**config.mk**
```make
export PLATFORM = sky130hd
export DESIGN_NAME = glb_feeder
export DESIGN_NICKNAME = d
export VERILOG_FILES = /design/src/rtl/glb_feeder_pkg.sv /design/src/rtl/glb_rd_skid.sv /design/src/rtl/glb_feeder.sv
export SDC_FILE = /design/constraint.sdc
export NUM_CORES = 1
export LEC_CHECK = 0
export ABC_AREA = 1
export CORE_MARGIN = 3
export CORE_UTILIZATION = 45
export CTS_CLUSTER_SIZE = 8
export DETAILED_ROUTE_END_ITERATION = 6
export PLACE_DENSITY = 0.71
export SLEW_MARGIN = 20
export SYNTH_ARGS = -nofsm -noshare
export SYNTH_HDL_FRONTEND = slang
export SYNTH_SLANG_ARGS = --single-unit
```
**constraint.sdc**
```tcl
create_clock -name clk -period 10.3 [get_ports clk]
set_input_delay 2.06 -clock clk [delete_from_list [all_inputs] [get_ports clk]]
set_output_delay 2.06 -clock clk [all_outputs]
set_load 0.02 [all_outputs]
```
**src/rtl/glb_feeder_pkg.sv**
```systemverilog
// Shared definitions for the GLB feeder: widths, pass limits, FSM state
// encoding and the per-phase word-count helpers.
package glb_feeder_pkg;

  localparam int GLB_AW  = 16;
  localparam int DW      = 32;
  localparam int ROW_MAX = 32;
  localparam int COL_MAX = 32;

  // Row/column enables carry the value ROW_MAX/COL_MAX itself, hence the +1.
  localparam int ROW_W = $clog2(ROW_MAX) + 1;
  localparam int COL_W = $clog2(COL_MAX) + 1;
  localparam int CNT_W = GLB_AW;

  typedef logic [CNT_W-1:0] cnt_t;

  typedef enum logic [2:0] {
    IDLE      = 3'd0,
    W_STREAM  = 3'd1,
    IF_STREAM = 3'd2,
    IP_STREAM = 3'd3,
    OP_DRAIN  = 3'd4,
    FINISH    = 3'd5
  } state_t;

  // Weights are packed four columns per GLB word.
  function automatic cnt_t w_words(input logic [ROW_W-1:0] rows,
                                   input logic [COL_W-1:0] cols);
    cnt_t r;
    cnt_t c;
    r = cnt_t'(rows);
    c = (cnt_t'(cols) + cnt_t'(3)) >> 2;
    return r * c;
  endfunction

  // Partial sums occupy two GLB words per active row.
  function automatic cnt_t ps_words(input logic [ROW_W-1:0] rows);
    return cnt_t'(rows) << 1;
  endfunction

endpackage

```
**src/rtl/glb_rd_skid.sv**
```systemverilog
// Two-entry FIFO that absorbs the one-cycle GLB read latency so a phase can
// stream one word per cycle while the consumer may stall at any time.
//   clk, reset  : clock, synchronous active-high reset
//   flush       : drop all contents (phase change)
//   push        : glb_rdata is valid this cycle (read enable delayed by one)
//   push_data   : GLB read data
//   pop         : head consumed by a stream handshake
//   count       : number of stored words (0..2)
//   head        : oldest stored word
module glb_rd_skid
  import glb_feeder_pkg::*;
(
  input  logic          clk,
  input  logic          reset,
  input  logic          flush,
  input  logic          push,
  input  logic [DW-1:0] push_data,
  input  logic          pop,
  output logic [1:0]    count,
  output logic [DW-1:0] head
);

  logic [DW-1:0] mem [2];
  logic          wr_ptr;
  logic          rd_ptr;
  logic          do_push;
  logic          do_pop;

  assign do_pop  = pop && (count != 2'd0);
  // A push into a full buffer is only legal when the head leaves this cycle.
  assign do_push = push && ((count != 2'd2) || do_pop);
  assign head    = mem[rd_ptr];

  always_ff @(posedge clk) begin
    if (reset || flush) begin
      wr_ptr <= 1'b0;
      rd_ptr <= 1'b0;
      count  <= 2'd0;
      mem[0] <= '0;
      mem[1] <= '0;
    end else begin
      if (do_push) begin
        mem[wr_ptr] <= push_data;
        wr_ptr      <= ~wr_ptr;
      end
      if (do_pop) begin
        rd_ptr <= ~rd_ptr;
      end
      count <= count + {1'b0, do_push} - {1'b0, do_pop};
    end
  end

endmodule

```
**src/rtl/glb_feeder.sv**
```systemverilog
// GLB feeder: for one tile pass, streams weight (optional), ifmap and ipsum
// words from the GLB to the conv unit, then drains opsum words back into GLB.
//   clk, reset            : clock, synchronous active-high reset
//   start, load_w         : pass start pulse, include weight phase
//   row_en, col_en        : active PE rows/columns (0 in either = empty pass)
//   w/if/ip/op_base       : GLB word base address of each phase
//   busy, done            : pass in progress, end-of-pass pulse
//   glb_addr/ren/wen/
//   glb_wdata/glb_rdata   : GLB port, read data one cycle after ren
//   data_out, valid_*,
//   ready_*               : stream to the conv unit, one valid per phase
//   opsum_in, valid_op,
//   ready_op              : opsum return from the conv unit
//
// state     | meaning
// IDLE      | waiting for start
// W_STREAM  | streaming row_en*ceil(col_en/4) weight words
// IF_STREAM | streaming col_en ifmap words
// IP_STREAM | streaming 2*row_en ipsum words
// OP_DRAIN  | writing 2*row_en opsum words to GLB
// FINISH    | one-cycle done pulse
module glb_feeder
  import glb_feeder_pkg::*;
(
  input  logic              clk,
  input  logic              reset,
  input  logic              start,
  input  logic              load_w,
  input  logic [ROW_W-1:0]  row_en,
  input  logic [COL_W-1:0]  col_en,
  input  logic [GLB_AW-1:0] w_base,
  input  logic [GLB_AW-1:0] if_base,
  input  logic [GLB_AW-1:0] ip_base,
  input  logic [GLB_AW-1:0] op_base,
  output logic              busy,
  output logic              done,
  output logic [GLB_AW-1:0] glb_addr,
  output logic              glb_ren,
  output logic              glb_wen,
  output logic [DW-1:0]     glb_wdata,
  input  logic [DW-1:0]     glb_rdata,
  output logic [DW-1:0]     data_out,
  output logic              valid_w,
  output logic              valid_if,
  output logic              valid_ip,
  input  logic              ready_w,
  input  logic              ready_if,
  input  logic              ready_ip,
  input  logic [DW-1:0]     opsum_in,
  input  logic              valid_op,
  output logic              ready_op
);

  state_t state;
  state_t state_nxt;

  logic [GLB_AW-1:0] w_base_q;
  logic [GLB_AW-1:0] if_base_q;
  logic [GLB_AW-1:0] ip_base_q;
  logic [GLB_AW-1:0] op_base_q;
  cnt_t              n_w_q;
  cnt_t              n_if_q;
  cnt_t              n_ip_q;
  cnt_t              n_op_q;

  cnt_t              rd_idx;
  cnt_t              xfer_idx;
  logic              ren_q;

  logic [1:0]        skid_count;
  logic [DW-1:0]     skid_head;

  logic              in_stream;
  logic [GLB_AW-1:0] ph_base;
  cnt_t              ph_len;
  logic              ph_ready;
  logic              stream_valid;
  logic              pop;
  logic              last_xfer;
  logic              write_hs;
  logic              last_write;
  logic              phase_chg;
  logic [2:0]        occupancy;
  logic              rd_room;

  // Per-phase view of the stream that is currently active.
  always_comb begin
    in_stream = 1'b0;
    ph_base   = '0;
    ph_len    = '0;
    ph_ready  = 1'b0;
    case (state)
      W_STREAM: begin
        in_stream = 1'b1;
        ph_base   = w_base_q;
        ph_len    = n_w_q;
        ph_ready  = ready_w;
      end
      IF_STREAM: begin
        in_stream = 1'b1;
        ph_base   = if_base_q;
        ph_len    = n_if_q;
        ph_ready  = ready_if;
      end
      IP_STREAM: begin
        in_stream = 1'b1;
        ph_base   = ip_base_q;
        ph_len    = n_ip_q;
        ph_ready  = ready_ip;
      end
      default: begin
        in_stream = 1'b0;
      end
    endcase
  end

  assign stream_valid = in_stream && (skid_count != 2'd0);
  assign pop          = stream_valid && ph_ready;
  assign last_xfer    = pop && (xfer_idx == ph_len - cnt_t'(1));
  assign write_hs     = (state == OP_DRAIN) && valid_op;
  assign last_write   = write_hs && (xfer_idx == n_op_q - cnt_t'(1));
  assign phase_chg    = (state_nxt != state);

  // Words buffered plus the read in flight, minus the one leaving now, must
  // leave room in the two-entry skid for the read being issued.
  assign occupancy = {1'b0, skid_count} + {2'b00, ren_q} - {2'b00, pop};
  assign rd_room   = (occupancy < 3'd2);

  always_comb begin
    state_nxt = state;
    busy      = (state != IDLE);
    done      = 1'b0;
    glb_addr  = '0;
    glb_ren   = 1'b0;
    glb_wen   = 1'b0;
    glb_wdata = '0;
    data_out  = '0;
    valid_w   = 1'b0;
    valid_if  = 1'b0;
    valid_ip  = 1'b0;
    ready_op  = 1'b0;

    case (state)
      IDLE: begin
        if (start) begin
          if ((row_en == '0) || (col_en == '0)) begin
            state_nxt = FINISH;
          end else if (load_w) begin
            state_nxt = W_STREAM;
          end else begin
            state_nxt = IF_STREAM;
          end
        end
      end
      W_STREAM: begin
        if (last_xfer) state_nxt = IF_STREAM;
      end
      IF_STREAM: begin
        if (last_xfer) state_nxt = IP_STREAM;
      end
      IP_STREAM: begin
        if (last_xfer) state_nxt = OP_DRAIN;
      end
      OP_DRAIN: begin
        ready_op = 1'b1;
        glb_wen  = write_hs;
        if (write_hs) begin
          glb_wdata = opsum_in;
          glb_addr  = op_base_q + xfer_idx;
        end
        if (last_write) state_nxt = FINISH;
      end
      FINISH: begin
        done      = 1'b1;
        state_nxt = IDLE;
      end
      default: begin
        state_nxt = IDLE;
      end
    endcase

    if (in_stream) begin
      glb_ren = rd_room && (rd_idx < ph_len);
      if (glb_ren) glb_addr = ph_base + rd_idx;
      if (stream_valid) data_out = skid_head;
      valid_w  = stream_valid && (state == W_STREAM);
      valid_if = stream_valid && (state == IF_STREAM);
      valid_ip = stream_valid && (state == IP_STREAM);
    end
  end

  always_ff @(posedge clk) begin
    if (reset) begin
      state <= IDLE;
    end else begin
      state <= state_nxt;
    end
  end

  always_ff @(posedge clk) begin
    if (reset) begin
      w_base_q  <= '0;
      if_base_q <= '0;
      ip_base_q <= '0;
      op_base_q <= '0;
      n_w_q     <= '0;
      n_if_q    <= '0;
      n_ip_q    <= '0;
      n_op_q    <= '0;
      rd_idx    <= '0;
      xfer_idx  <= '0;
      ren_q     <= 1'b0;
    end else begin
      if ((state == IDLE) && start) begin
        w_base_q  <= w_base;
        if_base_q <= if_base;
        ip_base_q <= ip_base;
        op_base_q <= op_base;
        n_w_q     <= load_w ? w_words(row_en, col_en) : '0;
        n_if_q    <= cnt_t'(col_en);
        n_ip_q    <= ps_words(row_en);
        n_op_q    <= ps_words(row_en);
      end
      // Every phase restarts its read and transfer indices from zero, and no
      // read is ever outstanding across a phase boundary.
      if (phase_chg) begin
        rd_idx   <= '0;
        xfer_idx <= '0;
        ren_q    <= 1'b0;
      end else begin
        ren_q <= glb_ren;
        if (glb_ren) rd_idx <= rd_idx + cnt_t'(1);
        if (pop || write_hs) xfer_idx <= xfer_idx + cnt_t'(1);
      end
    end
  end

  glb_rd_skid u_skid (
    .clk       (clk),
    .reset     (reset),
    .flush     (phase_chg),
    .push      (ren_q),
    .push_data (glb_rdata),
    .pop       (pop),
    .count     (skid_count),
    .head      (skid_head)
  );

endmodule

```
==> parameters.txt <==
Parameter                              Value

Synthesis
  Sequential element share of the synthesized area ... 36.8%
  Combined area of all synthesized cells ... 12200 sq um
  Async S/R FF share, synth ... 0%
  Commonest register cell after synthesis ... sky130_fd_sc_hd__dfxtp_1
  Cell taking the most area after synthesis ... sky130_fd_sc_hd__dfxtp_1
  Area fraction of the dominant cell type after synthesis ... 21.1%
  Count of mapped cells out of synthesis ... 1672
  Number of nets in the synthesized netlist ... between 1.5k and 2k
  Number of distinct library cell variants in the gate-level netlist after synthesis ... 51
  EDFF count, synth ... 64
  Average instance area after synthesis ... 7.28 sq um
  Synth top area cells ... sky130_fd_sc_hd__dfxtp_1 (21%), sky130_fd_sc_hd__edfxtp_1 (16%), sky130_fd_sc_hd__nand2_1 (11%)
  #FFs+latches synth ... 192
  Number of warnings printed during yosys synthesis ... 0

Die
  Initial Utilization ... between 40% and 50%
  Num rows ... 59
  Die ar. ... ~29000 sq um
  Floorplan core area ... 26400 sq um
  I/O pins ... about 240
  Chip width ... 170 um
  Die Height ... 170 um

STA
  Max Transition Viols Final ... 0
  Worst slew margin relative to its limit ... 32.3%
  Period utilisation layout ... 79.6%
  Max Freq ... 122 MHz
  Setup slack of the critical path after layout ... 2.10 ns
  Post-layout min period ... 8.20 ns
  Unrepaired setup endpoints after global routing ... false
  Post-route setup TNS ... 0 ns
  Worst-Margin Slew ... slightly above 1 ns
  Final Setup Violations ... 0
  Count of final hold-check violations ... 0
  Largest clock skew in the final design ... 0.0206 ns
  WHS ... 0.459 ns

Setup path
  Required time of the worst setup path ... 8.24 ns
  Slowest cell on the critical path ... sky130_fd_sc_hd__clkdlybuf4s50_1
  Ordered cell list for the critical path ... clkdlybuf4s50_1 > nand4_1 > nand3_1 > nand2_1 > inv_1 > ha_1 > inv_1 > nand2_1 > fa_1 > nand3_1 > nor4_1 > nand3_1 > inv_1 > mux2i_1 > clkdlybuf4s50_1
  Endpoint type of the worst setup path ... primary output
  Peak fanout along the critical path ... 12
  Critical path type ... in2out
  Delay of the slowest cell on the worst path ... between 0.6 and 0.7 ns
  Startpoint class of the critical path ... input port
  Family with the most delay on the worst path ... buffers and inverters
  Buffer and inverter count on the worst path ... 5
  CP Data Arrival Time ... 6.14 ns

Power
  Peak supply drop ... 0.0000818 V
  Power per Cell Area ... 130 nW/um^2
  Static Leak ... 6.66 nW

Clock tree
  CTS tree ... built
  Max Root-Sink Buffers ... 2
  Post CTS Setup Buffer Count ... 0
  Library cell used as clock root buffer ... sky130_fd_sc_hd__clkbuf_16
  Clock transition at the registers of the reported paths ... 0.09 ns
  Number of clock buffers inserted by TritonCTS ... 17
  # H-tree levels ... 4
  Resized Gates After CTS ... 0
  Post-CTS Hold Fix Bufs ... 0
  Total number of clock tree sinks ... 192
  Later-pin clock latency in the skew report ... 0.44 ns

Detailed routing
  Wirelength per Cell ... between 15 and 20 um
  Ratio of routed vias to standard cells ... 5.14
  Detailed-routing iteration count for the pre-antenna-repair pass ... 7
  Detailed router's first-iteration violation count ... 776
  Number of remaining DRC errors ... 3
  Antenna violation net count after detailed routing ... 0
  Routed vias ... 11.4k
  Wirelength, routed ... approximately 34000 um

Cells and area
  Number of diodes added for antenna fixing ... 0
  Signed area change from the synthesized netlist to the final layout ... 25.6%
  Proportion of layout cells with a drive suffix above 1 ... between 5 and 6%
  Top library cells by usage in the layout, fill and taps aside ... sky130_fd_sc_hd__nand2_1 (345), sky130_fd_sc_hd__inv_1 (257), sky130_fd_sc_hd__clkdlybuf4s50_1 (234)
  Most common cell after layout, fill and taps aside ... sky130_fd_sc_hd__nand2_1
  Net count, final ... 2101

Place
  DPL Wire Length ... 25700 um
  Port-buffer cells ... 235
  Final weighted congestion in routability-driven placement ... 0.895
  Dpl ws ... 2.09 ns

Run
  Number of maximum-capacitance constraint violations ... 0

Global routing
  All-layer global routing usage ... 23.5%
  Wire length of the first global-routing pass ... about 55000 um
  Initial antenna violation count ... 0
  Largest net degree at the start of global routing ... 99
  Via count of the first global-routing pass ... 10.8k
  Total congestion overflow after global routing ... 0

Min path
  Path class of the lowest-slack min-delay path ... reg2reg

Outcome
  Result of the run ... finished with violations
  Violations in the final reports ... design-rule violations
sequential cells by signal (all words and copies together), names as in the netlist, 6 cells and up, named ones only:
name and flops:
rd_idx 16, op_base_q 16, n_op_q 6, w_base_q 16, n_if_q 6, u_skid.mem 64, xfer_idx 16, if_base_q 16
n_w_q 11, ip_base_q 16
cell families after synthesis:
kind of cell,share of synthesized area (%)
and+or+nand+nor,25.5
buffers and inverters,11.1
AOI/OAI and AO/OA,13.6
DFF,36.8
adders and majority gates,9.25
xor gates and xnor gates,3.60
muxes,0.165
metrics by stage:
step | instances | utilization, % | area [sq um] | total power, mW
6_report | 2220 | 58.0 | 15300 | 1.98
5_1_grt | 2220 | 58.0 | 15300 | 2.08
4_1_cts | 2220 | 58.0 | 15300 | 1.99
3_5_place_dp | 2188 | 55.7 | 14700 | 1.31
3_3_place_gp | 2188 | 55.7 | 14700 | 1.30
2_1_floorplan | 1672 | - | 12200 | 1.17
area by class of cell:
cell class | instances | area (sq um)
Tap cell | 335 | 419
Timing Repair Buffer | 243 | 2410
Sequential cell | 192 | 4480
Multi-Input combinational cell | 1147 | 6340
Clock inverter | 15 | 191
Fill cell | 2476 | 11100
Clock buffer | 17 | 425
Inverter | 271 | 1020
cell usage after synthesis, types with 2 or more instances:
cell	number
sky130_fd_sc_hd__a21o_1	2
sky130_fd_sc_hd__inv_2	10
sky130_fd_sc_hd__inv_1	260
sky130_fd_sc_hd__o21bai_1	4
sky130_fd_sc_hd__nor2_2	36
sky130_fd_sc_hd__xnor2_1	15
sky130_fd_sc_hd__o21ai_0	85
sky130_fd_sc_hd__nand3_2	2
sky130_fd_sc_hd__nor2_4	4
sky130_fd_sc_hd__xor2_1	35
sky130_fd_sc_hd__buf_1	5
sky130_fd_sc_hd__nor4_1	8
sky130_fd_sc_hd__edfxtp_1	64
sky130_fd_sc_hd__buf_2	2
sky130_fd_sc_hd__nand3b_1	4
sky130_fd_sc_hd__a31oi_1	3
sky130_fd_sc_hd__a21oi_1	167
sky130_fd_sc_hd__o221ai_1	15
sky130_fd_sc_hd__buf_4	2
sky130_fd_sc_hd__nor2_1	203
sky130_fd_sc_hd__mux2i_1	2
sky130_fd_sc_hd__o21a_1	4
sky130_fd_sc_hd__nand3_1	45
sky130_fd_sc_hd__a211oi_1	2
sky130_fd_sc_hd__dfxtp_1	128
sky130_fd_sc_hd__nand2_2	2
sky130_fd_sc_hd__o21ai_1	2
sky130_fd_sc_hd__o31ai_1	3
sky130_fd_sc_hd__nand2_1	346
sky130_fd_sc_hd__buf_6	12
sky130_fd_sc_hd__fa_1	15
sky130_fd_sc_hd__nand3_4	2
sky130_fd_sc_hd__ha_1	66
sky130_fd_sc_hd__or2_2	5
sky130_fd_sc_hd__clkbuf_1	41
sky130_fd_sc_hd__o22ai_1	8
sky130_fd_sc_hd__nand4_1	41
sky130_fd_sc_hd__nand2_4	2
sky130_fd_sc_hd__nor3_1	8
tightest hold or removal path: stages, from the launching register on:
cell	delay (ns)
sky130_fd_sc_hd__dfxtp_1	0.31
sky130_fd_sc_hd__inv_1	0.06
sky130_fd_sc_hd__a21oi_1	0.05
power by group:
part	internal [mW]	switching [mW]	leakage [nW]
Combinational	0.157	0.251	4.59
Clock	0.332	0.351	0.299
Sequential	0.859	0.0318	1.77
Total	1.35	0.633	6.66
worst paths after layout:
kind | endpoint | cells after the start | startpoint | slack [ns]
min reg2reg | w_base_q[11] | 2 | w_base_q[11] | 0.46
max | glb_addr[10] | 15 | ready_w | 2.10
max reg2reg | rd_idx[5] | 17 | state[0] | 5.78
min | w_base_q[11] | 2 | w_base_q[11] | 0.46
metal layers:
metal	routed length (um)	track usage (%)
met1	15500	32.2
met2	16300	39.0
met3	1900	3.93
met4	484	5.33
met5	0	0
(Power assumes the default switching activity.)
